File: src/rtl/top_pkg.sv
// Shared TL-UL widths, opcode constants and the control FSM state type
// for the IOPMP blocks.
package top_pkg;

   localparam int TL_AW  = 32;
   localparam int TL_DW  = 32;
   localparam int TL_AIW = 8;
   localparam int TL_DIW = 1;
   localparam int TL_DUW = 4;
   localparam int TL_SZW = 2;

   // A-channel opcodes
   localparam logic [2:0] Get            = 3'd4;
   localparam logic [2:0] PutFullData    = 3'd0;
   localparam logic [2:0] PutPartialData = 3'd1;

   // D-channel opcodes
   localparam logic [2:0] AccessAck      = 3'd0;
   localparam logic [2:0] AccessAckData  = 3'd1;

   typedef enum logic {
      NO_OP = 1'b0,
      RESP  = 1'b1
   } state_t_control;

   // Only a Get carries a data response; every other opcode gets a plain ack.
   function automatic logic [2:0] resp_opcode(input logic [2:0] a_opcode);
      return (a_opcode == Get) ? AccessAckData : AccessAck;
   endfunction

endpackage

File: src/rtl/iopmp_err_responder.sv
// Terminates TL-UL requests denied by the IOPMP checker with a single error
// D beat, and keeps a sticky first-denial record plus a saturating denial count.
module iopmp_err_responder
   import top_pkg::*;
#(
   parameter int CNT_W = 16
) (
   input  logic              clk_i,
   input  logic              rst_ni,

   input  logic              block_i,

   input  logic              a_valid_i,
   input  logic [2:0]        a_opcode_i,
   input  logic [TL_SZW-1:0] a_size_i,
   input  logic [TL_AIW-1:0] a_source_i,
   input  logic [TL_AW-1:0]  a_address_i,
   output logic              a_ready_o,

   output logic              d_valid_o,
   output logic [2:0]        d_opcode_o,
   output logic [2:0]        d_param_o,
   output logic [TL_SZW-1:0] d_size_o,
   output logic [TL_AIW-1:0] d_source_o,
   output logic [TL_DIW-1:0] d_sink_o,
   output logic [TL_DW-1:0]  d_data_o,
   output logic [TL_DUW-1:0] d_user_o,
   output logic              d_error_o,
   input  logic              d_ready_i,

   output logic              err_valid_o,
   output logic [TL_AW-1:0]  err_addr_o,
   output logic [TL_AIW-1:0] err_source_o,
   input  logic              err_clear_i,
   output logic [CNT_W-1:0]  err_count_o
);

   state_t_control    state_q, state_d;
   logic [2:0]        d_opcode_q, d_opcode_d;
   logic [TL_SZW-1:0] d_size_q, d_size_d;
   logic [TL_AIW-1:0] d_source_q, d_source_d;
   logic              err_valid_q, err_valid_d;
   logic [TL_AW-1:0]  err_addr_q, err_addr_d;
   logic [TL_AIW-1:0] err_source_q, err_source_d;
   logic [CNT_W-1:0]  err_count_q, err_count_d;

   logic a_ready;
   logic accept;

   // NOTE: every signal written here gets a default first, so no path leaves
   // it unassigned and no latch is inferred.
   always_comb begin
      state_d      = state_q;
      d_opcode_d   = d_opcode_q;
      d_size_d     = d_size_q;
      d_source_d   = d_source_q;
      err_valid_d  = err_valid_q;
      err_addr_d   = err_addr_q;
      err_source_d = err_source_q;
      err_count_d  = err_count_q;

      // Gating with rst_ni keeps the master from seeing a handshake during reset.
      a_ready = rst_ni & (state_q == NO_OP) & block_i;
      accept  = a_valid_i & a_ready;

      case (state_q)
         NO_OP: begin
            if (accept) begin
               state_d    = RESP;
               d_opcode_d = resp_opcode(a_opcode_i);
               d_size_d   = a_size_i;
               d_source_d = a_source_i;
            end
         end
         RESP: begin
            if (d_ready_i) state_d = NO_OP;
         end
         default: state_d = NO_OP;
      endcase

      // A clear coinciding with an accept re-arms the record with the new request.
      if (accept && (!err_valid_q || err_clear_i)) begin
         err_valid_d  = 1'b1;
         err_addr_d   = a_address_i;
         err_source_d = a_source_i;
      end else if (err_clear_i) begin
         err_valid_d  = 1'b0;
      end

      if (accept && (err_count_q != {CNT_W{1'b1}})) begin
         err_count_d = err_count_q + 1'b1;
      end
   end

   // NOTE: sequential state uses non-blocking assignments so every flop samples
   // the pre-edge values regardless of statement order.
   always_ff @(posedge clk_i) begin
      if (!rst_ni) begin
         state_q      <= NO_OP;
         d_opcode_q   <= '0;
         d_size_q     <= '0;
         d_source_q   <= '0;
         err_valid_q  <= 1'b0;
         err_addr_q   <= '0;
         err_source_q <= '0;
         err_count_q  <= '0;
      end else begin
         state_q      <= state_d;
         d_opcode_q   <= d_opcode_d;
         d_size_q     <= d_size_d;
         d_source_q   <= d_source_d;
         err_valid_q  <= err_valid_d;
         err_addr_q   <= err_addr_d;
         err_source_q <= err_source_d;
         err_count_q  <= err_count_d;
      end
   end

   assign a_ready_o    = a_ready;

   assign d_valid_o    = (state_q == RESP);
   assign d_error_o    = (state_q == RESP);
   assign d_opcode_o   = d_opcode_q;
   assign d_size_o     = d_size_q;
   assign d_source_o   = d_source_q;
   assign d_param_o    = '0;
   assign d_sink_o     = '0;
   assign d_data_o     = '0;
   assign d_user_o     = '0;

   assign err_valid_o  = err_valid_q;
   assign err_addr_o   = err_addr_q;
   assign err_source_o = err_source_q;
   assign err_count_o  = err_count_q;

endmodule

File: config.mk
export PLATFORM = sky130hd
export DESIGN_NAME = iopmp_err_responder
export DESIGN_NICKNAME = d
export VERILOG_FILES = /design/src/rtl/top_pkg.sv /design/src/rtl/iopmp_err_responder.sv
export SDC_FILE = /design/constraint.sdc
export NUM_CORES = 1
export LEC_CHECK = 0
export CAP_MARGIN = 20
export CORE_MARGIN = 4
export CORE_UTILIZATION = 39
export CTS_CLUSTER_DIAMETER = 50
export DETAILED_ROUTE_END_ITERATION = 12
export HOLD_SLACK_MARGIN = 0.02
export PLACE_DENSITY = 0.85
export SLEW_MARGIN = 20
export SYNTH_ARGS = -nofsm -noshare
export SYNTH_HDL_FRONTEND = slang
export SYNTH_SLANG_ARGS = --single-unit
File: constraint.sdc
create_clock -name clk_i -period 2.75 [get_ports clk_i]
set_clock_uncertainty 0.2 [all_clocks]
set_input_delay 0.4125 -clock clk_i [delete_from_list [all_inputs] [get_ports clk_i]]
set_output_delay 0.4125 -clock clk_i [all_outputs]
set_load 0.02 [all_outputs]
=== Word-level counts from Yosys, hierarchy flattened ===
Cells that the tools add are included.

* Word-level logic and storage cells: 27
* Input port bits: 51
* Bits in registers: 71
* Output and inout bits: 113

* $add $sub $neg: 1
* Bitwise logic cells: 4
* Eq/ne operators: 2
* Muxes and demuxes: 6
* Reduce and logical (&&, ||, !) cells: 6

{| class="wikitable"
|+ Operator list
! cell !! count
|-
| $add 16x1->16 const B || 1
|-
| $ne 16x16->1 const B || 1
|-
| $mux 1 || 5
|-
| $and 1x1->1 || 3
|-
| $eq 3x3->1 const B || 1
|-
| $logic_and 1x1->1 || 2
|-
| $pmux 1 s2 || 1
|-
| $reduce_and 2->1 || 1
|-
| $reduce_bool 2->1 || 1
|-
| $logic_not 1->1 || 1
|-
| $logic_or 1x1->1 || 1
|-
| $not 1->1 || 1
|}

=== Logic depth before layout (Yosys ltp) ===
* Depth after elaboration: 6
* Gate-level depth with buffers: 7
* Gate-level depth less buffers: 5

=== Worst setup path before layout ===
Ideal clock, no wire load.

* Path kind: register to register
* Start: register err_count_q[0], in the netlist err_count_o[0]
* End: register err_count_q[6], in the netlist err_count_o[6]
* Library setup time: 70 ps
* Path slack: 662 ps
* Cell stages (with the launch flop): 7
* Required time: 2480 ps
* Buffers on the path: 1
* Arrival: 1817 ps
* Period minus slack after synthesis: 2088 ps
* Path through: dfxtp_1 ha_1 nand3_1 or2_1 buf_6 or4_1 a21oi_1

* Cells in the longest elaborated chain, start to end: 2
* Elaborated cells between the ends (all ways): 3
* Classes of those cells: 1 x add/sub; 1 x eq/ne; 1 x reduce/logical

{| class="wikitable"
|+ RTL lines
! element !! RTL line !! text
|-
| from (decl) || iopmp_err_responder.sv:45 || <nowiki>logic [CNT_W-1:0] err_count_q, err_count_d;</nowiki>
|-
| from (signal assigned) || iopmp_err_responder.sv:115 || <nowiki>err_count_q <= err_count_d;</nowiki>
|-
| parallel branches: the longest is 2 deep, another holds $add 16x1->16 || n/a ||
|}

Parallel ways; which one is timed is not known.
A chain may end at the register's enable or synchronous reset.

=== Worst setup path after layout ===
* Start: input port rst_ni
* End: output port a_ready_o

* Cells in the longest elaborated chain, start to end: 2

{| class="wikitable"
|+ RTL lines
! element !! RTL line !! text
|-
| from (decl) || iopmp_err_responder.sv:9 || <nowiki>input logic rst_ni,</nowiki>
|-
| $and 1x1->1 (2 in series) || iopmp_err_responder.sv:63 || <nowiki>a_ready = rst_ni & (state_q == NO_OP) & block_i;</nowiki>
|-
| to (decl) || iopmp_err_responder.sv:18 || <nowiki>output logic a_ready_o,</nowiki>
|}

No other way between the ends.

==> key figures <==
Outcome
  – Status: completed

Layout
  – Ratio of cells with drive above 1 in the final layout: 5.28%
  – Post-Route Utilization: 59.4%
  – N_diodes: 0
  – Post-route insts no fill: 591
  – Area grow syn2layout: 45.9%
  – Final Net Count: 539
  – Final instance area: 4350 um^2

Yosys
  – Synth area leaders: dfxtp_1, nand2_1, buf_4
  – Cell taking the most area after synthesis: dfxtp_1
  – Post-synth top flop: dfxtp_1
  – Distinct cell type count after synthesis: 36
  – Syn Area/Cell: 8.07 um^2
  – Async SR Flop Fraction: 0%
  – Seq cells post-synth: 69
  – Gate Count Post-Synth: 370
  – Leading cell type by number of instances after synthesis: nand2_1
  – Post-synth EDFFs: 0
  – Synth warn: 0
  – Post-synth top area share: 46.3%
  – Synth Cell Area: 2980 um^2
  – Synth top cells by count: nand2_1, dfxtp_1, a21oi_1
  – Post-synthesis sequential area ratio: 46.3%

Floorplan
  – Starting Density: 40.7%
  – Core ar.: 7330 um^2
  – Die Wd: 95.5 um
  – IO Count: 164
  – Row Count: 31
  – Die area: 9120 um^2
  – Die Ht: 95.5 um

Worst setup path
  – Most frequent CP cell: clkdlybuf4s50_1
  – Crit. path cell count: 4
  – Cell chain of the critical path: clkdlybuf4s50_1 -> nand2_1 -> nor2_1 -> clkdlybuf4s50_1
  – CP max stage cell: clkdlybuf4s50_1
  – Worst EP required: 2140 ps
  – Crit-path max cell delay: 610 ps
  – Worst reg2reg path startpoint: err_count_o[0]
  – FF-to-FF path depth: 5
  – Worst setup SP type: primary input
  – R2R Path End: err_count_o[8]
  – CP endpoint: a_ready_o
  – WS Path Type: primary input to primary output
  – Reg2Reg Setup Slack: 640 ps
  – CP max FO: 4
  – Worst Path Buf+Inv: 2
  – Critical path launch point: rst_ni
  – Critical Path End Type: primary output
  – CP arrival: 1770 ps
  – Worst path top cell family by delay: buffers and inverters

Power
  – Clk pwr share: 40.6%
  – Pint: 1.72 mW
  – Total power: 2.27 mW
  – Combinational power share: 13.5%
  – Power Density: 522 nW/um^2
  – Switching Fraction: 24.3%
  – Leakage power: 1.56 nW
  – Reg power frac: 45.8%
  – Sw power: 553 uW
  – Worst VDD drop: 324 uV

Global routing
  – GRT Util Overall: 17.7%
  – First-pass GRT wire length: 12700 um
  – Grt total ovfl: 0
  – Initial antenna violation count: 0
  – Vias in the first global route: 2723
  – Largest net degree at the start of global routing: 41

Route
  – DRC viols: 0
  – Drt pass-1 iters: 4
  – WL final: 8210 um
  – DR iter-0 viols: 134
  – Vias: 2858
  – Avg WL per Cell: 13.9 um
  – Post-route ant nets: 0
  – Via density: 4.84

Clocking
  – H-tree depth: 3
  – Num Clock Sinks: 69
  – Setup repair bufs after CTS: 0
  – CTS tree: yes
  – Clk root buf: clkbuf_8
  – Clock transition at the registers of the reported paths: 70 ps
  – CTS Hold Buffers Added: 0
  – Post_cts resized: 0
  – Max clock buf depth: 2
  – Total CTS buffers: 9
  – Clock Latency Late Sink: 330 ps

STA
  – Pins Over Slew Limit: 0
  – Max transition margin: 48.7%
  – Setup TNS Final: 0 ps
  – Final critical-path setup slack: 366 ps
  – Final hold violations: 0
  – RSZ-0062 raised after global routing: no
  – Final setup viols: 0
  – Worst Max-Slew Pin Slew: 764 ps
  – Crit share post-route: 86.7%
  – Min Clock Period, post-route: 2380 ps
  – F_max: 419 MHz
  – Min Hold Slack: 253 ps

Placed design
  – Setup WS pre-CTS: 191 ps
  – I/O Buffers: 121
  – Area after DPL: 4130 um^2
  – Cell total after placement: 575
  – Placer's final routability congestion estimate: 0.837
  – HPWL after DPL: 6020 um

Job
  – Max_cap viols: 0

Worst hold path
  – Hold Crit Class: flip-flop to flip-flop
  – Hold_sp: err_addr_o[14]
kinds of logic after synthesis:
group                    count (synthesis)  share of synthesized area [%]
adder cells (fa/ha/maj)                  1                          0.419
flip-flops                              69                           46.3
buffers and inverters                   68                           14.5
other                                    1                          0.126
AND/OR/NAND/NOR                        148                           22.7
AO/OA/AOI/OAI                           82                           15.6
multiplexers                             1                          0.335
power groups by stage:
stage / Sequential (mW) / Clock (mW) / Combinational (mW)
global placement: 1.06 / 0 / 0.304
finish: 1.04 / 0.924 / 0.308
CTS: 1.04 / 0.951 / 0.309
global route: 1.05 / 1.00 / 0.332
floorplan: 1.10 / 0 / 0.166
detailed placement: 1.06 / 0 / 0.307
state kept, by name (all words and copies together) (netlist names):
signal / cells
d_error_o: 1
d_opcode_o: 1
err_addr_o: 32
err_count_o: 16
d_size_o: 2
d_source_o: 8
err_valid_o: 1
err_source_o: 8
layer usage:
layer	up-vias	GRT usage [%]	wire length [um]	share of wire [%]
li1	1413	-	-	-
met1	1305	20.1	3130	38
met2	127	29.9	4030	49
met3	13	7.18	935	11
met4	0	6.52	114	1.4
met5	-	0	0	0
how the worst min path moves through the flow:
stage,endpoint,slack [ps],cells past startpoint
global placement,d_opcode_o[0],240,2
CTS,err_addr_o[14],260,2
floorplan,d_opcode_o[0],330,2
detailed placement,err_addr_o[14],250,2
global route,err_addr_o[14],270,2
finish,err_addr_o[14],250,2
worst register-to-register path, cell delays in order (launching register included):
cell and delay, ps:
dfxtp_1 420, ha_1 240, nand3_1 150, or2_1 350, or4_1 530, a21oi_1 160
layout by cell type, fill, tap and decap left out, types with 5 or more instances in the layout:
cell type | Yosys | layout
o31ai_1 | 8 | 8
or4_1 | 7 | 7
buf_4 | 43 | 7
dfxtp_1 | 69 | 69
a21oi_1 | 62 | 62
nand2_1 | 107 | 107
clkdlybuf4s50_1 | 0 | 121
nand3_1 | 7 | 7
nor2_1 | 5 | 5
clkbuf_8 | 0 | 11
conb_1 | 1 | 42
nand4_1 | 5 | 5
area by class of cell:
class | instances | area [um^2]
clock buffer | 12 | 155
inverter | 4 | 15.0
multi-input combinational | 274 | 1320
sequential | 69 | 1380
clock inverter | 4 | 70.1
tap | 99 | 124
timing repair buffer | 129 | 1280
fill | 667 | 2980
No activity file was read; power rests on OpenSTA's default activity.
